## config.mk

```make
export PLATFORM = sky130hd
export DESIGN_NAME = fetch_sequencer_flat
export DESIGN_NICKNAME = d
export VERILOG_FILES = /design/src/rtl/fetch_sequencer_if.sv /design/src/rtl/fetch_sequencer.sv /design/src/flat_wrapper.sv
export SDC_FILE = /design/constraint.sdc
export NUM_CORES = 1
export LEC_CHECK = 0
export CAP_MARGIN = 10
export CORE_ASPECT_RATIO = 0.5
export CORE_UTILIZATION = 54
export CTS_BUF_LIST = sky130_fd_sc_hd__clkbuf_4 sky130_fd_sc_hd__clkbuf_8 sky130_fd_sc_hd__clkbuf_16
export DETAILED_ROUTE_END_ITERATION = 8
export PLACE_DENSITY = 0.89
export SYNTH_ARGS = -nofsm -noshare
export SYNTH_HDL_FRONTEND = slang
export SYNTH_SLANG_ARGS = --single-unit
```

## constraint.sdc

```tcl
create_clock -name clk -period 3.34 [get_ports clk]
set_clock_uncertainty 0.15 [all_clocks]
set_input_delay 0.835 -clock clk [delete_from_list [all_inputs] [get_ports clk]]
set_output_delay 0.835 -clock clk [all_outputs]
set_load 0.02 [all_outputs]
```

## src/rtl/fetch_sequencer_if.sv

```systemverilog
// fetch_sequencer_if: device-bus port writes, instruction fetch handshake and IR hand-off
interface fetch_sequencer_if #(parameter int DATA_WIDTH = 16);
  logic                  i_dev_en;
  logic [3:0]            i_port;
  logic [DATA_WIDTH-1:0] i_data;
  logic                  o_fetch_req;
  logic [DATA_WIDTH-1:0] o_fetch_addr;
  logic                  i_fetch_ack;
  logic [DATA_WIDTH-1:0] i_fetch_data;
  logic [DATA_WIDTH-1:0] o_ir;
  logic                  o_ir_valid;
  logic                  i_ir_ready;
  logic [DATA_WIDTH-1:0] o_irp;
  logic                  o_stopped;
  modport master (
    output i_dev_en, i_port, i_data, i_fetch_ack, i_fetch_data, i_ir_ready,
    input  o_fetch_req, o_fetch_addr, o_ir, o_ir_valid, o_irp, o_stopped
  );
  modport slave (
    input  i_dev_en, i_port, i_data, i_fetch_ack, i_fetch_data, i_ir_ready,
    output o_fetch_req, o_fetch_addr, o_ir, o_ir_valid, o_irp, o_stopped
  );
endinterface

```

## src/rtl/fetch_sequencer.sv

```systemverilog
// fetch_sequencer: owns irp/IR, runs the fetch handshake and executes bus-written flow control
module fetch_sequencer #(
  parameter int                    DATA_WIDTH = 16,
  parameter logic [DATA_WIDTH-1:0] RST_ADDR   = '0
) (
  input logic              clk,
  input logic              rst_n,
  fetch_sequencer_if.slave bus
);
  typedef enum logic [2:0] {S_RST, S_FETCH, S_HOLD, S_STALL, S_STOP} state_t;
  localparam logic [DATA_WIDTH-1:0] ONE = 1;
  state_t                r_state, w_state_nxt;
  logic [DATA_WIDTH-1:0] r_irp, r_ir, r_cmp_a, r_cmp_b, r_target, r_wait_cnt;
  logic [DATA_WIDTH-1:0] w_irp_nxt, w_ir_nxt, w_wait_nxt;
  logic                  r_discard, r_stop_pending, w_discard_nxt, w_stop_pending_nxt;
  logic                  w_wr_wait, w_wr_stop, w_wr_direct, w_taken;
  assign w_wr_wait   = bus.i_dev_en && bus.i_port == 4'd8;
  assign w_wr_stop   = bus.i_dev_en && bus.i_port == 4'd9;
  assign w_wr_direct = bus.i_dev_en && bus.i_port == 4'd3;
  assign w_taken = w_wr_direct || (bus.i_dev_en && (
                   (bus.i_port == 4'd4 && r_cmp_a >  r_cmp_b) ||
                   (bus.i_port == 4'd5 && r_cmp_a <  r_cmp_b) ||
                   (bus.i_port == 4'd6 && r_cmp_a == r_cmp_b) ||
                   (bus.i_port == 4'd7 && r_cmp_a != r_cmp_b)));
  assign w_wait_nxt = w_wr_wait ? bus.i_data : (r_wait_cnt != '0) ? r_wait_cnt - ONE : r_wait_cnt;
  always_comb begin
    w_state_nxt        = r_state;
    w_irp_nxt          = w_taken ? r_target : r_irp;
    w_ir_nxt           = r_ir;
    w_discard_nxt      = r_discard;
    w_stop_pending_nxt = r_stop_pending;
    case (r_state)
      S_RST:   w_state_nxt = S_FETCH;
      S_FETCH: begin
        w_stop_pending_nxt = r_stop_pending || w_wr_stop;
        w_discard_nxt      = !bus.i_fetch_ack && (r_discard || w_taken);
        if (bus.i_fetch_ack && w_stop_pending_nxt)
          w_state_nxt = S_STOP;
        else if (bus.i_fetch_ack && !r_discard && !w_taken) begin
          w_ir_nxt    = bus.i_fetch_data;
          w_irp_nxt   = r_irp + ONE;
          w_state_nxt = S_HOLD;
        end
      end
      S_HOLD:  w_state_nxt = w_wr_stop ? S_STOP :
                             (w_taken || bus.i_ir_ready) ? ((w_wait_nxt != '0) ? S_STALL : S_FETCH) : S_HOLD;
      S_STALL: w_state_nxt = w_wr_stop ? S_STOP : (r_wait_cnt == '0 && !w_wr_wait) ? S_FETCH : S_STALL;
      S_STOP: begin
        // only a direct jump restarts fetching; conditional jumps are absorbed here
        w_irp_nxt   = w_wr_direct ? r_target : r_irp;
        w_state_nxt = w_wr_direct ? S_FETCH : S_STOP;
      end
      default: w_state_nxt = S_RST;
    endcase
    if (w_state_nxt == S_STOP) begin
      w_discard_nxt      = 1'b0;
      w_stop_pending_nxt = 1'b0;
    end
  end
  always_ff @(posedge clk) begin
    if (!rst_n) begin
      r_state        <= S_RST;
      r_irp          <= RST_ADDR;
      r_ir           <= '0;
      r_cmp_a        <= '0;
      r_cmp_b        <= '0;
      r_target       <= '0;
      r_wait_cnt     <= '0;
      r_discard      <= 1'b0;
      r_stop_pending <= 1'b0;
    end else begin
      r_state        <= w_state_nxt;
      r_irp          <= w_irp_nxt;
      r_ir           <= w_ir_nxt;
      r_wait_cnt     <= w_wait_nxt;
      r_discard      <= w_discard_nxt;
      r_stop_pending <= w_stop_pending_nxt;
      if (bus.i_dev_en && bus.i_port == 4'd0) r_cmp_a  <= bus.i_data;
      if (bus.i_dev_en && bus.i_port == 4'd1) r_cmp_b  <= bus.i_data;
      if (bus.i_dev_en && bus.i_port == 4'd2) r_target <= bus.i_data;
    end
  end
  assign bus.o_fetch_req  = r_state == S_FETCH;
  assign bus.o_fetch_addr = r_irp;
  assign bus.o_ir         = r_ir;
  assign bus.o_ir_valid   = r_state == S_HOLD;
  assign bus.o_irp        = r_irp;
  assign bus.o_stopped    = r_state == S_STOP;
endmodule

```

## src/flat_wrapper.sv

```systemverilog
// flat-port wrapper written by rule: the top's interface ports become plain ports
module fetch_sequencer_flat 
#(
  parameter int                    DATA_WIDTH = 16,
  parameter logic [DATA_WIDTH-1:0] RST_ADDR   = '0
)
  (clk, rst_n, bus_i_dev_en, bus_i_port, bus_i_data, bus_i_fetch_ack, bus_i_fetch_data, bus_i_ir_ready, bus_o_fetch_req, bus_o_fetch_addr, bus_o_ir, bus_o_ir_valid, bus_o_irp, bus_o_stopped);
  fetch_sequencer_if #(.DATA_WIDTH(DATA_WIDTH)) bus_i ();
  input logic clk;
  input logic rst_n;
  input wire logic [$bits(bus_i.i_dev_en)-1:0] bus_i_dev_en;
  input wire logic [$bits(bus_i.i_port)-1:0] bus_i_port;
  input wire logic [$bits(bus_i.i_data)-1:0] bus_i_data;
  input wire logic [$bits(bus_i.i_fetch_ack)-1:0] bus_i_fetch_ack;
  input wire logic [$bits(bus_i.i_fetch_data)-1:0] bus_i_fetch_data;
  input wire logic [$bits(bus_i.i_ir_ready)-1:0] bus_i_ir_ready;
  output wire logic [$bits(bus_i.o_fetch_req)-1:0] bus_o_fetch_req;
  output wire logic [$bits(bus_i.o_fetch_addr)-1:0] bus_o_fetch_addr;
  output wire logic [$bits(bus_i.o_ir)-1:0] bus_o_ir;
  output wire logic [$bits(bus_i.o_ir_valid)-1:0] bus_o_ir_valid;
  output wire logic [$bits(bus_i.o_irp)-1:0] bus_o_irp;
  output wire logic [$bits(bus_i.o_stopped)-1:0] bus_o_stopped;
  assign bus_i.i_dev_en = bus_i_dev_en;
  assign bus_i.i_port = bus_i_port;
  assign bus_i.i_data = bus_i_data;
  assign bus_i.i_fetch_ack = bus_i_fetch_ack;
  assign bus_i.i_fetch_data = bus_i_fetch_data;
  assign bus_i.i_ir_ready = bus_i_ir_ready;
  assign bus_o_fetch_req = bus_i.o_fetch_req;
  assign bus_o_fetch_addr = bus_i.o_fetch_addr;
  assign bus_o_ir = bus_i.o_ir;
  assign bus_o_ir_valid = bus_i.o_ir_valid;
  assign bus_o_irp = bus_i.o_irp;
  assign bus_o_stopped = bus_i.o_stopped;
  fetch_sequencer #(.DATA_WIDTH(DATA_WIDTH), .RST_ADDR(RST_ADDR)) u_core (.clk(clk), .rst_n(rst_n), .bus(bus_i));
endmodule
```

==> results of run 1 <==
-- Yosys cell counts, types with 3 or more instances --
master	n
nand2_1	134
dfxtp_1	101
a21oi_1	74
nor2_1	55
mux2i_1	46
o21ai_0	29
clkbuf_1	25
inv_1	25
buf_4	18
ha_1	18
nand3_1	13
nand4_1	12
nor3_1	10
xnor2_1	10
a31oi_1	9
and2_1	9
and3_1	9
nor2b_1	7
a211oi_1	4
nand2b_1	4
nor4_1	4
or3_1	4
xor2_1	4
buf_2	3
o21a_1	3
-- state kept, by name, indices dropped and copies added (netlist names) --
| name | flops |
|---|---|
| u_core.bus.o_fetch_addr | 16 |
| u_core.r_wait_cnt | 16 |
| u_core.r_target | 16 |
| u_core.r_discard | 1 |
| u_core.r_cmp_b | 16 |
| u_core.r_cmp_a | 16 |
| u_core.r_stop_pending | 1 |
| u_core.bus.o_ir | 16 |
| u_core.r_state | 3 |
-- final timing paths --
path	from	to	slack (ns)	depth (start not counted)
worst min-delay path	u_core.r_cmp_b[2]$_SDFFE_PN0P_	u_core.r_cmp_b[2]$_SDFFE_PN0P_	0.31	2
worst max register to register	u_core.r_cmp_b[14]$_SDFFE_PN0P_	u_core.bus.o_fetch_addr[3]$_SDFFE_PN0P_	0.26	11
worst min register to register	u_core.r_cmp_b[2]$_SDFFE_PN0P_	u_core.r_cmp_b[2]$_SDFFE_PN0P_	0.31	2
worst max-delay path	bus_i_fetch_ack	u_core.bus.o_fetch_addr[15]$_SDFFE_PN0P_	0.24	9
-- routing by layer --
| metal | track usage, % | up-vias |
|---|---|---|
| li1 | - | 2510 |
| met1 | 37.7 | 2474 |
| met2 | 47.2 | 232 |
| met3 | 5.64 | 38 |
| met4 | 10.4 | 0 |
| met5 | 0 | - |
-- report_power, final --
group | total (mW) | internal, mW | leakage (nW) | switching (mW)
Clock | 1.11 | 0.599 | 0.153 | 0.506
Sequential | 1.45 | 1.32 | 0.819 | 0.134
Combinational | 1.35 | 0.609 | 1.69 | 0.744
Total | 3.91 | 2.53 | 2.66 | 1.38
-- kinds of logic (layout without fill, tap and decap cells) --
logic type	after synthesis	count (layout)	share of synthesized area, %
simple gates	281	281	24.4
compound gates	143	143	15.9
flops	101	101	37.1
buf+inv	75	162	6.84
mux	48	48	9.06
fa+ha+maj	18	18	4.13
xor+xnor	15	15	2.55
-- cell type report --
class | count | area [µm²]
multi-input combinational | 505 | 3060
fill | 738 | 2820
sequential | 101 | 2020
timing repair buffer | 121 | 1160
clock buffer | 9 | 225
tap | 135 | 169
inverter | 25 | 93.8
clock inverter | 7 | 90.1
-- worst max-delay path: stages --
cell and delay, ns:
clkdlybuf4s50_1 0.49, or3b_2 0.49, a221oi_4 0.27, and3_1 0.25, and3_4 0.20, and3_4 0.20, nand3_2 0.10, xnor2_2 0.16
o221a_1 0.21
-- through the flow --
step           setup WS [ns]  hold WS (ns)  setup TNS, ns  power (mW)
2_1_floorplan          0.380         0.286              0        2.42
6_report               0.237         0.307              0        3.91
5_1_grt                0.122         0.329              0        4.12
3_3_place_gp         -0.0190         0.293        -0.0190        2.78
4_1_cts                0.265         0.307              0        3.90
3_5_place_dp         -0.0990         0.297        -0.0990        2.80
==> summary.txt, run 1 <==
Setup path
  • CP arrival: 3.20 ns
  • Critical Path Source Type: input pin
  • CP endpoint kind: flop
  • Crit-path max FO: 5
  • Kind of critical path: input pin to flop
  • CP required: between 3 and 4 ns

Floorplan
  • Die Y: 73.1 µm
  • Die area: 10500 µm²
  • I/O Pins: 92
  • Die Wd: 144 µm
  • Row cnt: 25
  • Initial Util: 56.6%
  • Core area: just under 10000 µm²

Synthesis
  • Synth Cell Area: 5450 µm²
  • #FFs+latches synth: 101
  • Dominant cell type by area after synthesis: dfxtp_1
  • Post-synth cell types: 69
  • Post-Synthesis Cells: 681
  • Async SR Flop Fraction: 0%
  • Area contributors post-synth: dfxtp_1 (37%), nand2_1 (9.2%), mux2i_1 (8.4%)
  • Sequential area share after synthesis: approximately 37%
  • Post-synth top flop: dfxtp_1
  • Yosys warning total: 0
  • Number of flops mapped to enable cells by yosys: 0
  • Post-Syn Nets: 740
  • Syn Area/Cell: 8.01 µm²
  • Synth top area share: between 30% and 40%

Clock tree
  • Clock Latency Late Sink: 0.36 ns
  • Cts bufs inserted: 9
  • CTS tree: built
  • Root Buffer: clkbuf_16
  • Post-CTS sizing: 0
  • Clock slew seen by the registers of the worst setup and hold paths: 0.07 ns
  • CTS max path bufs: 2
  • Post-CTS setup buffer count: 0
  • CTS sink cnt: roughly 100
  • CTS Hold Bufs: 0
  • H-Tree Level Count: 3

Place
  • Post-DP Area: 6500 µm²
  • Detailed Place HPWL: around 10000 µm
  • Gpl congestion: 0.945
  • # port buffers: 91
  • Dpl cells: slightly below 900

Timing
  • Max-slew violations: 0
  • Max transition margin: 56.7%
  • Post-layout min period: 3.10 ns
  • Fin. Hold Viols: 0
  • RSZ-0062 raised after global routing: no
  • Fmax achieved: approximately 320 MHz
  • Final setup viols: 0
  • Least-Margin Pin Slew: around 0.65 ns
  • Final period util: 92.9%

Routing
  • Max layer used: met4
  • Post-Route M1 WL: around 6400 µm
  • Via count: 5254
  • Routed wl met3: 1110 µm
  • Avg Vias per Cell: slightly below 6
  • DRT Pass-1 Iters: 5
  • Drc violations: 0
  • Routed wl met2: 6840 µm
  • ANT nets after route: 0
  • WL/cell: 16.2 µm
  • Final WL: approximately 15000 µm
  • DR iter-0 viols: 469

Min path
  • HP Class: flop to flop

GRT
  • Gr ovfl total: 0
  • Total GRT Usage: 28.7%
  • First-pass GRT wire length: 23200 µm
  • Vias in the first global route: 4711
  • Largest net degree at the start of global routing: 32
  • Initial antenna violation count: 0

Final layout
  • Nets: around 820
  • Layout area overhead: 25.1%
  • Commonest cells after routing, fill and taps aside: nand2_1 (134), dfxtp_1 (101), clkdlybuf4s50_1 (91), a21oi_1 (74), nor2_1 (55)
  • Commonest non-fill, non-tap cell in the layout: nand2_1
  • Finished Layout Cells: 903
  • Fin util: 70.8%
  • Antenna diodes: 0
  • Design area: 6820 µm²
  • Share of cells above drive strength 1: under 10%

Power and ir drop
  • Pleak: 2.66 nW
  • Worst vdd ir: 0.327 mV
  • PwrDens: 574 nW/µm²

Job
  • MaxCap Viol Count: 0

Outcome
  • Status: finished clean
(Power assumes the default switching activity.)
==> inputs of run 2 (changes only) <==
- CORE_MARGIN: not set -> 2
- CTS_BUF_LIST: sky130_fd_sc_hd__clkbuf_4 sky130_fd_sc_hd__clkbuf_8 sky130_fd_sc_hd__clkbuf_16 -> not set
==> run 2 against run 1 <==
Global-route usage decreased by 1.2 points; clock power about the same; first-iteration DRC count is 17% higher; flip-flop and latch count is the same; worst setup slack lost 0.045 ns; hold slack got worse by 0.0012 ns; combinational power hardly changed; die area rose by 4.2%; critical path type is now flop to flop; largest power group unchanged; highest routed layer unchanged.
==> summary.txt, run 2 (synthesis gave the netlist of run 1 again) <==
Setup path
  • Crit-path max FO: 17
  • Delay of the slowest critical-path stage: around 0.5 ns
  • CP max stage cell: nor4_2
  • Most used cell, CP: mux2i_1
  • Kind of critical path: flop to flop
  • CP arrival: 3.23 ns
  • CP Cell Sequence: inv_1 -> ha_1 -> nand4_1 -> nor4_2 -> mux2i_1 -> a211oi_2 -> mux2i_4 -> buf_4 -> a21oi_4 -> buf_12 -> mux2i_1 -> nor2_1
  • CP endpoint kind: flop
  • CP Buf/Inv Count: 3
  • Worst R2R Setup Slack: between 0.15 and 0.2 ns
  • Critical Path Source Type: flop
  • CP delay by family, top: simple AND/OR/NAND/NOR gates
  • CP required: 3.42 ns

Power and ir drop
  • Seq pwr share: 36.8%
  • Clock power frac: between 20% and 30%
  • Net Sw Frac: 35.1%
  • Pint: roughly 2.6 mW
  • Worst vdd ir: between 0.3 and 0.4 mV
  • Pleak: about 2.7 nW
  • Psw: 1.39 mW
  • PwrDens: 578 nW/µm²
  • Comb power frac: 34.5%

Place
  • Detailed Place HPWL: 10600 µm
  • Gpl congestion: 1.00
  • Post-DP Area: about 6500 µm²
  • # port buffers: slightly above 90

Floorplan
  • I/O Pins: 92
  • Initial Util: roughly 57%
  • Die Wd: roughly 150 µm
  • Core area: 9630 µm²
  • Row cnt: 25
  • Die Y: 75.1 µm
  • Die area: approximately 11000 µm²

Routing
  • Final WL: 15200 µm
  • DRT Pass-1 Iters: 5
  • Avg Vias per Cell: 5.89
  • DR iter-0 viols: 550
  • Drc violations: 0
  • Via count: 5327
  • WL/cell: 16.8 µm
  • ANT nets after route: 0

Final layout
  • Layout area overhead: 25.5%
  • Commonest non-fill, non-tap cell in the layout: nand2_1
  • Commonest cells after routing, fill and taps aside: nand2_1 (134), dfxtp_1 (101), clkdlybuf4s50_1 (91), a21oi_1 (74), nor2_1 (55)
  • Nets: 824
  • Design area: 6840 µm²
  • Antenna diodes: 0
  • Share of cells above drive strength 1: under 10%
  • Fin util: 71.0%

Clock tree
  • CTS sink cnt: 101
  • H-Tree Level Count: 3
  • Clock Latency Late Sink: 0.35 ns
  • Post-CTS sizing: 0
  • CTS max path bufs: 2
  • Post-CTS setup buffer count: 0
  • Cts bufs inserted: 9
  • CTS tree: built
  • Root Buffer: clkbuf_16
  • Clock slew seen by the registers of the worst setup and hold paths: roughly 0.08 ns
  • CTS Hold Bufs: 0

Timing
  • Final setup viols: 0
  • Least-Margin Pin Slew: approximately 0.71 ns
  • Max transition margin: a little over half
  • Final period util: 94.2%
  • Fin. Hold Viols: 0
  • Fmax achieved: 318 MHz
  • Post-layout min period: approximately 3.1 ns
  • Max-slew violations: 0
  • RSZ-0062 raised after global routing: no

Min path
  • HP Class: flop to flop

Outcome
  • Status: finished clean

Job
  • MaxCap Viol Count: 0

GRT
  • Gr ovfl total: 0
  • Initial antenna violation count: 0
  • Total GRT Usage: 27.5%
  • Vias in the first global route: 4861
  • Largest net degree at the start of global routing: 77
  • First-pass GRT wire length: 24000 µm
[run 2: area by class of cell]
type	count	area [µm²]
fillers	751	2790
multi-input cells	505	3060
repair buffers	123	1180
inverters	25	93.8
flip-flops and latches	101	2020
well taps	135	169
clock inverters	5	72.6
clock buffers	11	253
[run 2: final timing paths]
| path | startpoint | end | depth (start not counted) |
|---|---|---|---|
| hold / removal | u_core.r_cmp_b[6]$_SDFFE_PN0P_ | u_core.r_cmp_b[6]$_SDFFE_PN0P_ | 2 |
| setup / recovery | u_core.r_cmp_b[14]$_SDFFE_PN0P_ | u_core.bus.o_ir[5]$_SDFFE_PN0P_ | 12 |
| hold reg to reg | u_core.r_cmp_b[6]$_SDFFE_PN0P_ | u_core.r_cmp_b[6]$_SDFFE_PN0P_ | 2 |
| setup reg to reg | u_core.r_cmp_b[14]$_SDFFE_PN0P_ | u_core.bus.o_ir[5]$_SDFFE_PN0P_ | 12 |
[run 2: per-stage QoR]
step                      cells  total power, mW  setup WS (ns)  setup TNS [ns]  hold slack [ns]
after global routing        905             4.14         0.0243               0            0.326
after detailed placement    889             2.82        -0.0247         -0.0247            0.298
after floorplan             681             2.42          0.380               0            0.286
after global placement      889             2.81         0.0263               0            0.293
final                       905             3.96          0.193               0            0.306
after CTS                   905             3.94          0.194               0            0.308
[run 2: power by group through the flow]
stage | Sequential, mW | Combinational, mW | Clock [mW]
global route | 1.47 | 1.49 | 1.18
detailed placement | 1.48 | 1.34 | 0
floorplan | 1.48 | 0.943 | 0
CTS | 1.45 | 1.35 | 1.14
global placement | 1.47 | 1.34 | 0
finish | 1.46 | 1.37 | 1.13
[run 2: routing by layer]
layer	track usage, %	part of all wire, %	up-vias
met5	0	0	-
met1	35.4	44	2497
li1	-	-	2524
met4	8.52	2.0	0
met2	48.5	46	266
met3	5.09	7.7	40
[run 2: worst reg2reg max path, cell delays in order (launching register included)]
cell,delay [ns]
dfxtp_1,0.34
inv_1,0.05
ha_1,0.34
nand4_1,0.27
nor4_2,0.50
mux2i_1,0.16
a211oi_2,0.29
mux2i_4,0.12
buf_4,0.18
a21oi_4,0.17
buf_12,0.19
mux2i_1,0.22
nor2_1,0.05
